--- src/rtl/decode_bundle_pkg.sv ---
// Shared definitions for the decode stage: immediate-type codes, opcode
// constants, issue-queue codes, priority encoding, field widths and the
// immediate helper functions used by decode_slot.
package decode_bundle_pkg;

  localparam int INSTR_W = 32;
  localparam int OPC_W   = 7;
  localparam int REG_W   = 5;
  localparam int REGS_W  = 3 * REG_W;
  localparam int FUNC_W  = 10;
  localparam int CTRL_W  = 5;
  localparam int IMM_W   = 32;

  typedef enum logic [2:0] {
    NT = 3'd0,  // unknown opcode
    RT = 3'd1,
    IT = 3'd2,
    ST = 3'd3,
    BT = 3'd4,
    UT = 3'd5,
    JT = 3'd6
  } imm_type_e;

  localparam logic [6:0] OPC_LOAD   = 7'b0000011;
  localparam logic [6:0] OPC_OPIMM  = 7'b0010011;
  localparam logic [6:0] OPC_AUIPC  = 7'b0010111;
  localparam logic [6:0] OPC_STORE  = 7'b0100011;
  localparam logic [6:0] OPC_OP     = 7'b0110011;
  localparam logic [6:0] OPC_LUI    = 7'b0110111;
  localparam logic [6:0] OPC_BRANCH = 7'b1100011;
  localparam logic [6:0] OPC_JALR   = 7'b1100111;
  localparam logic [6:0] OPC_JAL    = 7'b1101111;

  typedef enum logic [1:0] {
    NONE = 2'b00,
    MEMQ = 2'b01,
    ALUQ = 2'b10
  } queue_e;

  localparam logic [1:0] PRY_NORM = 2'b00;
  localparam logic [1:0] PRY_BR   = 2'b11;

  // Immediate format selected by the major opcode.
  function automatic imm_type_e InstrDecoder(input logic [6:0] opc);
    imm_type_e t;
    case (opc)
      OPC_OP:                        t = RT;
      OPC_LOAD, OPC_OPIMM, OPC_JALR: t = IT;
      OPC_STORE:                     t = ST;
      OPC_BRANCH:                    t = BT;
      OPC_LUI, OPC_AUIPC:            t = UT;
      OPC_JAL:                       t = JT;
      default:                       t = NT;
    endcase
    return t;
  endfunction

  // Replicate bit msb of val into every higher bit position.
  function automatic logic [31:0] signExtend(input logic [31:0] val, input logic [4:0] msb);
    logic [31:0] res;
    for (int i = 0; i < 32; i++) begin
      res[i] = (i <= int'(msb)) ? val[i] : val[msb];
    end
    return res;
  endfunction

endpackage

--- src/rtl/decode_bundle_slot.sv ---
// Combinational single-instruction decoder (module decode_slot).
// Optional feature macro: DECODE_SHIFT_IMM_EN keeps funct7 for immediate
// shifts so SRAI and SRLI decode to different func values.
module decode_slot
  import decode_bundle_pkg::*;
(
  input  logic [INSTR_W-1:0] instr_i,
  input  logic               valid_i,
  output logic [OPC_W-1:0]   uop_o,
  output logic [REGS_W-1:0]  regs_o,
  output logic [FUNC_W-1:0]  func_o,
  output logic [CTRL_W-1:0]  ctrl_o,
  output logic [IMM_W-1:0]   imm_o
);

  logic [6:0] opc;
  logic [4:0] rd, rs1, rs2;
  logic [2:0] f3;
  logic [6:0] f7;
  imm_type_e  itype;
  logic [1:0] pry;
  logic [1:0] queue;

  assign opc   = instr_i[6:0];
  assign rd    = instr_i[11:7];
  assign f3    = instr_i[14:12];
  assign rs1   = instr_i[19:15];
  assign rs2   = instr_i[24:20];
  assign f7    = instr_i[31:25];
  assign itype = InstrDecoder(opc);

  // Field decode by format; a masked slot forces every field to zero.
  always_comb begin
    uop_o  = '0;
    regs_o = '0;
    func_o = '0;
    ctrl_o = '0;
    imm_o  = '0;
    pry    = PRY_NORM;
    queue  = ALUQ;
    if (valid_i) begin
      case (itype)
        RT: begin
          regs_o = {rd, rs2, rs1};
          func_o = {f7, f3};
        end
        IT: begin
          regs_o = {rd, 5'd0, rs1};
          func_o = {7'd0, f3};
`ifdef DECODE_SHIFT_IMM_EN
          if (opc == OPC_OPIMM && (f3 == 3'b001 || f3 == 3'b101)) begin
            func_o = {f7, f3};
          end
`endif
          imm_o = signExtend({20'd0, instr_i[31:20]}, 5'd11);
        end
        ST: begin
          regs_o = {5'd0, rs2, rs1};
          func_o = {7'd0, f3};
          imm_o  = signExtend({20'd0, instr_i[31:25], instr_i[11:7]}, 5'd11);
        end
        BT: begin
          regs_o = {5'd0, rs2, rs1};
          func_o = {7'd0, f3};
          imm_o  = signExtend({19'd0, instr_i[31], instr_i[7], instr_i[30:25],
                               instr_i[11:8], 1'b0}, 5'd12);
        end
        UT: begin
          regs_o = {rd, 10'd0};
          imm_o  = {instr_i[31:12], 12'd0};
        end
        JT: begin
          regs_o = {rd, 10'd0};
          imm_o  = signExtend({11'd0, instr_i[31], instr_i[19:12], instr_i[20],
                               instr_i[30:21], 1'b0}, 5'd20);
        end
        default: ;
      endcase
      if (opc == OPC_BRANCH || opc == OPC_JAL || opc == OPC_JALR) pry = PRY_BR;
      if (opc[6] == 1'b0 && opc[4:0] == 5'b00011) queue = MEMQ;
      uop_o  = opc;
      ctrl_o = {pry, queue, 1'b1};
    end
  end

endmodule

--- src/rtl/decode_bundle.sv ---
// Registered DEC_WIDTH-wide decode stage with branch-tag allocation.
// Optional feature macro: DECODE_SHIFT_IMM_EN (see decode_slot).
//
// Handshake: a bundle moves on a cycle where valid and ready are both high on
// that side. Input side: accept = i_valid && o_ready; o_ready never depends on
// i_valid. Output side: the held bundle is consumed when o_valid && i_ready and
// stays stable (except brmask bits released by i_br_free) until then.
module decode_bundle
  import decode_bundle_pkg::*;
#(
  parameter int DEC_WIDTH = 2,
  parameter int WIDTH_BRM = 6
) (
  input  logic                           i_clk,
  input  logic                           i_rst_n,
  input  logic                           i_valid,
  output logic                           o_ready,
  input  logic [INSTR_W*DEC_WIDTH-1:0]   i_instr,
  input  logic [DEC_WIDTH-1:0]           i_imask,
  output logic                           o_valid,
  input  logic                           i_ready,
  output logic [OPC_W*DEC_WIDTH-1:0]     o_uop,
  output logic [REGS_W*DEC_WIDTH-1:0]    o_regs,
  output logic [FUNC_W*DEC_WIDTH-1:0]    o_func,
  output logic [CTRL_W*DEC_WIDTH-1:0]    o_ctrl,
  output logic [IMM_W*DEC_WIDTH-1:0]     o_imm,
  output logic [WIDTH_BRM*DEC_WIDTH-1:0] o_brtag,
  output logic [WIDTH_BRM*DEC_WIDTH-1:0] o_brmask,
  input  logic [WIDTH_BRM-1:0]           i_br_free,
  input  logic                           i_flush
);

  logic [DEC_WIDTH-1:0][OPC_W-1:0]     uop_c, uop_d, uop_q;
  logic [DEC_WIDTH-1:0][REGS_W-1:0]    regs_c, regs_d, regs_q;
  logic [DEC_WIDTH-1:0][FUNC_W-1:0]    func_c, func_d, func_q;
  logic [DEC_WIDTH-1:0][CTRL_W-1:0]    ctrl_c, ctrl_d, ctrl_q;
  logic [DEC_WIDTH-1:0][IMM_W-1:0]     imm_c, imm_d, imm_q;
  logic [DEC_WIDTH-1:0][WIDTH_BRM-1:0] brtag_c, brtag_d, brtag_q;
  logic [DEC_WIDTH-1:0][WIDTH_BRM-1:0] brmask_c, brmask_d, brmask_q;
  logic [DEC_WIDTH-1:0]                is_br;

  logic [WIDTH_BRM-1:0] alloc_q, alloc_d;
  logic [WIDTH_BRM-1:0] avail, older, grant;
  logic [7:0]           free_cnt, br_cnt;
  logic                 found;
  logic                 valid_q, valid_d;
  logic                 accept;

  for (genvar s = 0; s < DEC_WIDTH; s++) begin : g_slot
    decode_slot u_slot (
      .instr_i (i_instr[s*INSTR_W +: INSTR_W]),
      .valid_i (i_imask[s]),
      .uop_o   (uop_c[s]),
      .regs_o  (regs_c[s]),
      .func_o  (func_c[s]),
      .ctrl_o  (ctrl_c[s]),
      .imm_o   (imm_c[s])
    );
    assign is_br[s] = ctrl_c[s][0] && (ctrl_c[s][4:3] == PRY_BR);
  end

  // Grant lowest free tags to branch slots in age order and build older-branch masks.
  always_comb begin
    avail    = ~alloc_q;
    older    = alloc_q;
    grant    = '0;
    free_cnt = '0;
    br_cnt   = '0;
    found    = 1'b0;
    brtag_c  = '0;
    brmask_c = '0;
    for (int b = 0; b < WIDTH_BRM; b++) begin
      free_cnt = free_cnt + 8'(!alloc_q[b]);
    end
    for (int s = 0; s < DEC_WIDTH; s++) begin
      found = 1'b0;
      if (is_br[s]) begin
        br_cnt = br_cnt + 8'd1;
        for (int b = 0; b < WIDTH_BRM; b++) begin
          if (!found && avail[b]) begin
            brtag_c[s][b] = 1'b1;
            found         = 1'b1;
          end
        end
      end
      if (i_imask[s]) brmask_c[s] = older;
      avail = avail & ~brtag_c[s];
      older = older | brtag_c[s];
      grant = grant | brtag_c[s];
    end
  end

  // Handshake: accept only when the output slot frees up and enough tags are free.
  always_comb begin
    o_ready = !i_flush && (!valid_q || i_ready) && (free_cnt >= br_cnt);
    accept  = i_valid && o_ready;
  end

  // Next state of the output register and the tag allocator.
  always_comb begin
    valid_d  = accept || (valid_q && !i_ready && !i_flush);
    alloc_d  = (alloc_q & ~i_br_free) | (accept ? grant : '0);
    uop_d    = accept ? uop_c   : uop_q;
    regs_d   = accept ? regs_c  : regs_q;
    func_d   = accept ? func_c  : func_q;
    ctrl_d   = accept ? ctrl_c  : ctrl_q;
    imm_d    = accept ? imm_c   : imm_q;
    brtag_d  = accept ? brtag_c : brtag_q;
    for (int s = 0; s < DEC_WIDTH; s++) begin
      brmask_d[s] = (accept ? brmask_c[s] : brmask_q[s]) & ~i_br_free;
    end
  end

  // State registers; reset clears the held bundle and frees every tag.
  always_ff @(posedge i_clk or negedge i_rst_n) begin
    if (!i_rst_n) begin
      valid_q  <= 1'b0;
      alloc_q  <= '0;
      uop_q    <= '0;
      regs_q   <= '0;
      func_q   <= '0;
      ctrl_q   <= '0;
      imm_q    <= '0;
      brtag_q  <= '0;
      brmask_q <= '0;
    end else begin
      valid_q  <= valid_d;
      alloc_q  <= alloc_d;
      uop_q    <= uop_d;
      regs_q   <= regs_d;
      func_q   <= func_d;
      ctrl_q   <= ctrl_d;
      imm_q    <= imm_d;
      brtag_q  <= brtag_d;
      brmask_q <= brmask_d;
    end
  end

  assign o_valid  = valid_q;
  assign o_uop    = uop_q;
  assign o_regs   = regs_q;
  assign o_func   = func_q;
  assign o_ctrl   = ctrl_q;
  assign o_imm    = imm_q;
  assign o_brtag  = brtag_q;
  assign o_brmask = brmask_q;

endmodule
--- config.mk ---
export PLATFORM = sky130hd
export DESIGN_NAME = decode_bundle
export DESIGN_NICKNAME = d
export VERILOG_FILES = /design/src/rtl/decode_bundle_pkg.sv /design/src/rtl/decode_bundle_slot.sv /design/src/rtl/decode_bundle.sv
export SDC_FILE = /design/constraint.sdc
export NUM_CORES = 1
export LEC_CHECK = 0
export ABC_CLOCK_PERIOD_IN_PS = 5200
export CORE_ASPECT_RATIO = 0.9
export CORE_MARGIN = 2
export CORE_UTILIZATION = 25
export DETAILED_ROUTE_END_ITERATION = 10
export GPL_TIMING_DRIVEN = 0
export SYNTH_ARGS = -nofsm -noshare
export SYNTH_HDL_FRONTEND = slang
export SYNTH_HIERARCHICAL = 1
export SYNTH_SLANG_ARGS = --single-unit
--- constraint.sdc ---
create_clock -name i_clk -period 5.2 [get_ports i_clk]
set_input_delay 0.78 -clock i_clk [delete_from_list [all_inputs] [get_ports i_clk]]
set_output_delay 0.78 -clock i_clk [all_outputs]
set_load 0.05 [all_outputs]
# Word-level counts from Yosys, hierarchy flattened

Cells that the tools add are included.
Widths: inputs -> output; s select.

Input port bits: 77
Register bits after elaboration: 169
Word-level logic and storage cells: 184
Output and inout port bits: 164

Add/subtract/negate cells: 6
Order comparisons: 1
Reductions and logical operators: 54
Eq/ne operators: 34
Bitwise operators: 12
Mux-type cells: 61

Operators with widths:

| cell               | count |
|---|---|
| $pmux 32 s5        | 2 |
| $pmux 15 s4        | 2 |
| $mux 32            | 2 |
| $eq 7x6->1 const B | 6 |
| $eq 7x7->1 const B | 6 |
| $mux 6             | 7 |
| $pmux 10 s2        | 2 |
| $pmux 3 s6         | 2 |
| $mux 1             | 31 |
| $mux 15            | 2 |
| $eq 7x5->1 const B | 4 |
| $and 6x6->6        | 4 |
| $mux 10            | 2 |
| $logic_and 1x1->1  | 19 |
| $logic_not 1->1    | 19 |
| $eq 3x3->1 const B | 6 |
| $not 6->6          | 3 |
| $or 6x6->6         | 3 |
| $eq 7x2->1 const B | 2 |
| $mux 7             | 2 |
| $eq 3x2->1 const B | 4 |
| $reduce_or 2->1    | 6 |
| $reduce_or 3->1    | 4 |
| $eq 5x2->1 const B | 2 |
| 13 further kinds   | 26 |

# Depth between registers and ports, before layout

Gate-level depths: netlist (run 1).

Word-level depth: 55
Mapped depth: 16
Gate-level depth less buffers: 12

# Hierarchy

Netlist (run 1), hierarchy kept.

By module, submodules not included:

| module        | area an instance (sq um) | instances | cells each | seq. area each (sq um) |
|---|---|---|---|---|
| decode_bundle | 6814.0                   | 1         | 759        | 4229.1 |
| decode_slot   | 899.6                    | 2         | 144        | 0.0 |

# Worst setup path before layout (run 1)

Ideal clock, no wire load.

Path type: input port to output port
Start: in i_instr[4]
End: out o_ready
Stages: 10
Setup slack: 1.285 ns
Buffers on the path: 2
Data required time: 4.420 ns
Arrival: 3.135 ns
Cells stage by stage: buf_4 nand2b_1 nor3_1 buf_4 and3_2 ha_1 ha_1 inv_1 a21boi_1 o31a_1

RTL lines:

| what        | RTL line            | text |
|---|---|---|
| from (decl) | decode_bundle.sv:18 | `input logic [INSTR_W*DEC_WIDTH-1:0] i_instr,` |
| to (decl)   | decode_bundle.sv:17 | `output logic o_ready,` |

==> results of run 1 <==
## stage by stage
step / cell area [sq um] / total power [uW] / hold WS (ps) / util
after detailed placement: 11610 / 1810 / 462.0 / 0.3418
after floorplan: 8613 / 1586 / 484.4 / -
after CTS: 12210 / 3120 / 372.6 / 0.3597
final: 12260 / 3078 / 343.0 / 0.3610
after global routing: 12250 / 3208 / 375.5 / 0.3609
after global placement: 11570 / 1805 / 457.4 / 0.3409
## kinds of logic after synthesis
logic type / count (synthesis) / share of synthesized area
AND/OR/NAND/NOR: 644 / 0.3254
flip-flops: 169 / 0.4910
AO/OA/AOI/OAI: 137 / 0.1110
buffers and inverters: 83 / 0.05099
adder cells (fa/ha/maj): 9 / 0.01569
multiplexers: 5 / 0.005956
## worst max-delay path: cells and delay by family
family	cells	cell delay, ps
adders and majority gates	2	540
and+or+nand+nor	4	740
buffers and inverters	6	1490
AOI/OAI and AO/OA	2	430
## what timing repair did
action | 4_1_cts | 5_1_grt
resized for setup | 6 | 5
buffers inserted | 0 | 1
pin swaps | 0 | 1
setup endpoints to repair | 13 | 11
## flip-flops by register name (all words and copies together) (netlist names)
name and cells:
alloc_q 6, o_brmask 12, o_brtag 12, o_ctrl 10, o_func 20, o_imm 64, o_regs 30, o_uop 14
o_valid 1
## report_power, final
group / switching, uW / internal [uW] / leakage [uW] / total (uW)
combinational: 283 / 141 / 0.00304 / 424
sequential: 15.7 / 1340 / 0.00234 / 1360
clock: 571 / 727 / 0.000286 / 1300
## cells in the mapped netlist (10+ instances only)
| library cell | n |
|---|---|
| nand2_1 | 497 |
| dfrtp_1 | 169 |
| a21oi_1 | 53 |
| and2_1 | 50 |
| buf_2 | 29 |
| inv_1 | 19 |
| nand3_1 | 18 |
| nor3_1 | 18 |
| a21boi_1 | 17 |
| nor2_1 | 16 |
| clkbuf_1 | 14 |
| buf_4 | 11 |
| a22o_1 | 10 |
## how the worst max path moves through the flow
stage,startpoint,to,depth (start not counted)
after floorplan,i_instr[4],o_ready,10
after global placement,i_rst_n,o_uop[5],1
after detailed placement,i_imask[0],o_ready,13
after CTS,i_imask[1],o_ready,14
after global routing,i_imask[1],o_ready,14
final,i_instr[38],o_ready,14
## layer usage
metal  vias to the layer above  track usage  wire length (um)
met5                         -            0                 0
met4                         0      0.04444               480
met2                       209       0.2683             13800
met3                        23      0.04136              1905
li1                       3884            -                 -
met1                      3850       0.2411             14620
## area by class of cell
| type | instances | share of cell area |
|---|---|---|
| buffer | 63 | 0.03022 |
| inverter | 20 | 0.006125 |
| clock buffer | 19 | 0.03614 |
| tap | 462 | 0.04716 |
| timing repair buffer | 240 | 0.1992 |
| antenna | 3 | 0.0006125 |
| multi-input combinational | 795 | 0.3237 |
| sequential | 169 | 0.3450 |
| clock inverter | 13 | 0.01184 |
==> impl_metrics.json, run 1 <==
{
  "grt_overflow_total": 0,
  "cp.required_ps": 4420,
  "vias_per_cell": 4.465,
  "rsz0062_at_grt": "no",
  "synth-main-ff-cell": "dfrtp_1",
  "worst_slew_pin_slew_ps": 818.1,
  "multi_input_area_sq_mm": 0.003968,
  "setup_slack_ps": 423.8,
  "synth_seq_cells": 169,
  "cpPeakStageDelay_ps": 480,
  "synth_top_area_share": 0.4910,
  "slew_violations": 0,
  "syn_avg_cell_area_sq_um": 8.227,
  "reg2regPathDepth": 14,
  "clk_pin_slew_ps": 60,
  "drcViolationCount": 0,
  "drive_gt1_frac": 0.08795,
  "start_kind": "input port",
  "num_vias": 7966,
  "slowest_stage": "clkdlybuf4s50_1",
  "cts_hold_buf": 0,
  "cts-root-buf": "clkbuf_16",
  "async_reset_ff_frac": 1.000,
  "layout_common_cells": "nand2_1, clkdlybuf4s50_1, dfrtp_1, a21oi_1, and2_1",
  "end_kind": "output port",
  "initial_core_util": 0.2537,
  "place_ws_ps": -807.0,
  "hold_violations": 0,
  "grt_usage": 0.1730,
  "grt_pass1_vias": 7888,
  "clkLatencyLatePin_ps": 440,
  "cts_tree": "built",
  "wire_per_inst_um": 17.27,
  "ir_worst_vdd_mv": 0.2201,
  "dieArea_sq_mm": 0.03596,
  "syn_inst": 1047,
  "grt_max_degree": 87,
  "timing.rr.end": "o_func[8]",
  "coreArea_sq_mm": 0.03395,
  "slew_headroom": 0.4546,
  "fillers": 3569,
  "clock_sinks": 169,
  "fin_cells": 1784,
  "ys_seq_area_frac": 0.4910,
  "synthTopCellsByArea": "dfrtp_1, nand2_1, and2_1, a21oi_1, buf_2",
  "crit_chain": "clkdlybuf4s50_1 > buf_2 > and2_1 > nand3_1 > nor3_4 > buf_4 > nand3_1 > inv_1 > ha_1 > ha_1 > inv_1 > a21boi_1 > o31a_1 > clkdlybuf4s15_2",
  "period_share": 0.9185,
  "drtAntennaViolNets": 0,
  "synth.largest_area_cell": "dfrtp_1",
  "antenna_found_initial": 2,
  "regArea_sq_mm": 0.004229,
  "hp-class": "in -> async",
  "maxCapViolations": 0,
  "htreeDepth": 4,
  "hpwl_mm": 23.42,
  "synth-edff-count": 0,
  "area_delta_synth_final_pct": 42.30,
  "crit_arrival_ps": 4000,
  "grt_pass1_wl_mm": 47.04,
  "power_density_mw_per_mm2": 251.1,
  "tns_ps": 0,
  "ys.warnings.count": 6,
  "status": "finished clean",
  "io_buffers": 238,
  "synth_cell_types": 64,
  "cts_buffers": 17,
  "setup_viol": 0,
  "nNetsFinal": 1392,
  "clock_skew_ps": 12.14,
  "syn_area_sq_mm": 0.008613,
  "r2r_setup_slack_ps": 800,
  "totalWireLength_mm": 30.80,
  "worst-path-max-fanout": 10,
  "rows": 64,
  "io_pins": 241,
  "die_h_um": 180.1,
  "dr.pass1.iters": 7,
  "layout_commonest_cell": "nand2_1",
  "p_leak_uw": 0.005665,
  "r2r_start": "alloc_q[0]",
  "max_clock_freq_ghz": 0.2094,
  "finalCriticalPeriod_ps": 4776,
  "worstSetupPathType": "in -> out",
  "drt_iter0_drc": 446,
  "cts_buffer_depth": 2,
  "dp.cells": 1748,
  "syn_nets": 1133,
  "die_w_um": 199.7,
  "place.gp.congestion": 0.8615
}
Power figures use the tool's default switching activity.
==> run 2: changes to the inputs <==
--- a/config.mk
+++ b/config.mk
@@ -13,5 +13,4 @@
 export GPL_TIMING_DRIVEN = 0
 export SYNTH_ARGS = -nofsm -noshare
 export SYNTH_HDL_FRONTEND = slang
-export SYNTH_HIERARCHICAL = 1
 export SYNTH_SLANG_ARGS = --single-unit
==> impl_metrics.json, run 2 <==
{
  "status": "finished clean",
  "postLayoutCoreUtil": 0.3696,
  "internal-power_uw": 2189,
  "startpoint": "alloc_q[0]",
  "cts_hold_buf": 0,
  "synth-main-ff-cell": "dfrtp_1",
  "crit_chain": "inv_1 > fa_1 > fa_1 > ha_1 > fa_1 > ha_1 > a211oi_2 > nor3_1 > dlymetal6s2s_1",
  "nNetsFinal": 1041,
  "drcViolationCount": 0,
  "end_kind": "output port",
  "wire_per_inst_um": 19.85,
  "maxCapViolations": 0,
  "async_reset_ff_frac": 1.000,
  "place.gp.congestion": 0.8275,
  "layout_commonest_cell": "clkdlybuf4s50_1",
  "p_leak_uw": 0.004525,
  "vias_per_cell": 4.811,
  "syn_area_sq_mm": 0.007473,
  "combPwrFrac": 0.132,
  "cts_tree": "built",
  "r2r_setup_slack_ps": 630,
  "antenna_found_initial": 0,
  "grt_max_degree": 95,
  "setup_viol": 0,
  "total_power_uw": 3053,
  "htreeDepth": 4,
  "ys.warnings.count": 0,
  "cts_buffers": 17,
  "switchingPower_uw": 863.7,
  "path_buf_inv": 2,
  "dr.pass1.iters": 5,
  "ys_seq_area_frac": 0.5592,
  "synth_top_area_share": 0.5592,
  "clkLatencyLatePin_ps": 440,
  "dp.cells": 1339,
  "drive_gt1_frac": 0.1188,
  "syn_nets": 786,
  "synth.most_common_cell": "dfrtp_1",
  "start_kind": "flip-flop",
  "cts-root-buf": "clkbuf_16",
  "io_buffers": 235,
  "hpwl_mm": 19.91,
  "dieArea_sq_mm": 0.03129,
  "pwr-share-seq": 0.440,
  "rows": 60,
  "die_w_um": 186.3,
  "layout_common_cells": "clkdlybuf4s50_1, dfrtp_1, nand2_1, a22o_1, a21oi_1",
  "worstSetupPathType": "reg -> out",
  "coreArea_sq_mm": 0.02965,
  "grt_pass1_vias": 6689,
  "worst_slew_pin_slew_ps": 978.7,
  "synth_seq_cells": 167,
  "die_h_um": 168.0,
  "r2r_start": "alloc_q[0]",
  "swShare": 0.2829,
  "ir_worst_vdd_mv": 0.2033,
  "totalWireLength_mm": 27.21,
  "clock_sinks": 167,
  "crit_family": "adder cells",
  "io_pins": 241,
  "grt_overflow_total": 0,
  "whs_ps": 305.9,
  "slew_headroom": 0.3421,
  "rsz0062_at_grt": "no",
  "grt_pass1_wl_mm": 41.23,
  "cp.required_ps": 4420,
  "clock_skew_ps": 20.88,
  "crit_arrival_ps": 3960,
  "period_share": 0.9121,
  "pwr-share-clk": 0.428,
  "cpPeakStageDelay_ps": 590,
  "syn_inst": 700,
  "fin_cells": 1371,
  "worst-path-max-fanout": 9,
  "largest_register_ffs": 64,
  "finalCriticalPeriod_ps": 4743,
  "max_clock_freq_ghz": 0.2108,
  "synthTopCellsByArea": "dfrtp_1, a22o_1, nand2_1, a21oi_1, o21ai_0",
  "grt_usage": 0.1754,
  "clk_pin_slew_ps": 60,
  "synth_cell_types": 66,
  "num_vias": 6596,
  "antenna_cells": 0,
  "initial_core_util": 0.2520,
  "drt_iter0_drc": 321,
  "crit_top_cell": "fa_1",
  "power_density_mw_per_mm2": 278.6,
  "slew_violations": 0,
  "cts_buffer_depth": 2,
  "synth-edff-count": 0,
  "hold_violations": 0,
  "syn_avg_cell_area_sq_um": 10.68,
  "synth.largest_area_cell": "dfrtp_1",
  "drtAntennaViolNets": 0,
  "area_delta_synth_final_pct": 46.64,
  "tns_ps": 0,
  "synth_common_cells": "dfrtp_1, nand2_1, a22o_1",
  "slowest_stage": "fa_1",
  "hp-class": "in -> async"
}
==> run 2: layout make-up <==
type                    instances  area, sq um
well taps                     403        504.2
multi-input cells             462         2958
plain buffers                  50        262.8
inverters                      21        78.83
clock buffers                  19        442.9
clock inverters                13        146.4
repair buffers                236         2387
fillers                      2956        18690
flip-flops and latches        167         4179
==> run 2: power groups by stage <==
stage / Sequential [uW] / Clock (uW) / Combinational, uW
2_1_floorplan: 1460 / 0 / 105
3_3_place_gp: 1370 / 0 / 404
3_5_place_dp: 1370 / 0 / 408
4_1_cts: 1340 / 1340 / 410
5_1_grt: 1340 / 1400 / 434
6_report: 1340 / 1310 / 404
==> run 2: final timing paths <==
check                              to  cells after the start
max in group asynchronous  o_func[11]                      2
min                        o_regs[13]                      1
max                           o_ready                      9
min reg2reg                o_brtag[4]                      2
min in group i_clk         o_brtag[4]                      2
max reg2reg                 o_imm[50]                     13
==> run 2: what timing repair did <==
item,CTS,global route
buffers inserted,0,0
setup endpoints to repair,1,1
resized for setup,1,1
==> run 2: stage by stage <==
stage                     cell area, sq um  setup WS [ps]
after floorplan                       7473          744.5
after global placement               10330          -3972
after detailed placement             10360         -34.00
after CTS                            10960          18.19
after global routing                 10960          243.0
final                                10960          456.9
==> run 2: logic make-up after synthesis <==
kind of cell | share of synthesized area
buffers and inverters | 0.04570
xor gates and xnor gates | 0.001172
DFF | 0.5592
and+or+nand+nor | 0.1282
AOI/OAI and AO/OA | 0.2476
adders and majority gates | 0.01808
==> run 2: per-layer routing <==
| metal | global-route usage | up-vias | wire length [um] |
|---|---|---|---|
| li1 | - | 3044 | - |
| met1 | 0.2377 | 3290 | 12510 |
| met2 | 0.2746 | 238 | 12400 |
| met3 | 0.04629 | 24 | 1856 |
| met4 | 0.05135 | 0 | 448 |
| met5 | 0 | - | 0 |
==> run 3: changes to the inputs <==
--- a/config.mk
+++ b/config.mk
@@ -10,7 +10,7 @@
 export CORE_MARGIN = 2
 export CORE_UTILIZATION = 25
 export DETAILED_ROUTE_END_ITERATION = 10
-export GPL_TIMING_DRIVEN = 0
+export MAX_ROUTING_LAYER = met4
 export SYNTH_ARGS = -nofsm -noshare
 export SYNTH_HDL_FRONTEND = slang
 export SYNTH_SLANG_ARGS = --single-unit
==> impl_metrics.json, run 3 (same netlist as run 2, synthesis figures left out) <==
{
  "clkLatencyLatePin_ps": 420,
  "crit_family": "adder cells",
  "coreArea_sq_mm": 0.02965,
  "switchingPower_uw": 844.4,
  "hp-class": "in -> async",
  "initial_core_util": 0.2520,
  "io_pins": 241,
  "worst-path-max-fanout": 9,
  "drcViolationCount": 0,
  "rows": 60,
  "r2r_setup_slack_ps": 800,
  "swShare": 0.2834,
  "grt_pass1_wl_mm": 37.65,
  "layout_common_cells": "clkdlybuf4s50_1, dfrtp_1, nand2_1, a22o_1, a21oi_1",
  "clock_sinks": 167,
  "layout_commonest_cell": "clkdlybuf4s50_1",
  "slew_headroom": 0.2871,
  "place_ws_ps": 531.2,
  "grt_max_degree": 92,
  "crit_arrival_ps": 3950,
  "status": "finished clean",
  "reg2regPathDepth": 10,
  "slew_violations": 0,
  "combPwrFrac": 0.129,
  "clock_skew_ps": 10.14,
  "cp.required_ps": 4420,
  "r2r_start": "alloc_q[0]",
  "die_h_um": 168.0,
  "cts_buffer_depth": 2,
  "grtUsageMet2": 0.2424,
  "pwr-share-seq": 0.451,
  "power_density_mw_per_mm2": 274.8,
  "dieArea_sq_mm": 0.03129,
  "num_vias": 6395,
  "pwr-share-clk": 0.420,
  "critical_path_depth": 9,
  "nNetsFinal": 1011,
  "rsz0062_at_grt": "no",
  "max_clock_freq_ghz": 0.2116,
  "drtAntennaViolNets": 0,
  "endpoint": "o_ready",
  "drive_gt1_frac": 0.1055,
  "place.gp.congestion": 0.8239,
  "drt_iter0_drc": 444,
  "fillers": 2952,
  "period_share": 0.9090,
  "antenna_cells": 0,
  "start_kind": "flip-flop",
  "totalWireLength_mm": 24.17,
  "post_cts_buffers": 0,
  "htreeDepth": 4,
  "hpwl_mm": 17.49,
  "busiest_layer": "met2",
  "worst_slew_pin_slew_ps": 1060,
  "io_buffers": 240,
  "p_leak_uw": 0.004458,
  "startpoint": "alloc_q[0]",
  "clk_pin_slew_ps": 70,
  "antenna_found_initial": 0,
  "cts_buffers": 17,
  "grt_usage": 0.1606,
  "cts_hold_buf": 0,
  "tns_ps": 0,
  "finalCriticalPeriod_ps": 4727,
  "grt_pass1_vias": 6368,
  "end_kind": "output port",
  "setup_viol": 0,
  "maxCapViolations": 0,
  "crit_chain": "inv_1 > fa_1 > fa_1 > ha_1 > fa_1 > ha_1 > a211oi_1 > nor3_1 > buf_4",
  "worstSetupPathType": "reg -> out",
  "vias_per_cell": 4.769,
  "grt_overflow_total": 0,
  "setup_slack_ps": 473.0,
  "hold_violations": 0,
  "wire_per_inst_um": 18.03,
  "cts_resized": 0,
  "cts_tree": "built",
  "ir_worst_vdd_mv": 0.2057,
  "slowest_stage": "fa_1",
  "cpPeakStageDelay_ps": 580,
  "area_delta_synth_final_pct": 45.05,
  "grt_use_met1": 0.2104,
  "crit_top_cell": "fa_1",
  "internal-power_uw": 2135,
  "die_w_um": 186.3,
  "largest_register_ffs": 64,
  "path_buf_inv": 2,
  "dr.pass1.iters": 5,
  "cts-root-buf": "clkbuf_16",
  "grt_use_met3": 0.03958,
  "timing.rr.end": "o_regs[7]"
}
## run 3: area by class of cell
| cell class | instances | area (sq um) | area share |
|---|---|---|---|
| Tap cell | 403 | 504.2 | 0.04651 |
| Inverter | 21 | 78.83 | 0.007271 |
| Sequential cell | 167 | 4179 | 0.3855 |
| Clock buffer | 18 | 429.2 | 0.03959 |
| Clock inverter | 14 | 150.1 | 0.01385 |
| Multi-Input combinational cell | 462 | 2965 | 0.2735 |
| Timing Repair Buffer | 256 | 2534 | 0.2337 |
## run 3: worst min path at each step
stage / start / endpoint / slack [ps] / depth (start not counted)
final: i_rst_n / o_brtag[3] / 450 / 1
after global routing: o_ctrl[5] / o_ctrl[5] / 500 / 2
after CTS: o_brtag[4] / o_brtag[4] / 480 / 2
after detailed placement: o_brtag[4] / o_brtag[4] / 460 / 2
after global placement: o_brtag[4] / o_brtag[4] / 450 / 2
after floorplan: i_rst_n / alloc_q[0] / 480 / 0
## run 3: stage by stage
step                cells    util  hold WS (ps)  total power [uW]  area, sq um
finish               1341  0.3656         453.9              2979        10840
global route         1341  0.3656         504.0              3103        10840
CTS                  1341  0.3656         476.6              3028        10840
detailed placement   1309  0.3460         460.9              1758        10260
global placement     1309  0.3460         454.6              1756        10260
floorplan             700       -         484.4              1563         7473
## run 3: power groups by stage
stage / Combinational (uW) / Clock (uW) / Sequential [uW]
floorplan: 105 / 0 / 1460
global placement: 387 / 0 / 1370
detailed placement: 390 / 0 / 1370
CTS: 391 / 1290 / 1340
global route: 414 / 1340 / 1350
finish: 385 / 1250 / 1340
## run 3: worst register-to-register path, delay by kind of cell (launching register included)
family / cells / cell delay (ps)
flops: 1 / 520
simple gates: 1 / 340
fa+ha+maj: 5 / 1960
buf+inv: 1 / 170
compound gates: 3 / 1320
## run 3: metal layers
layer	routed length [um]	part of all wire
met1	11080	0.46
met2	11030	0.46
met3	1465	0.061
met4	597	0.025
met5	0	0
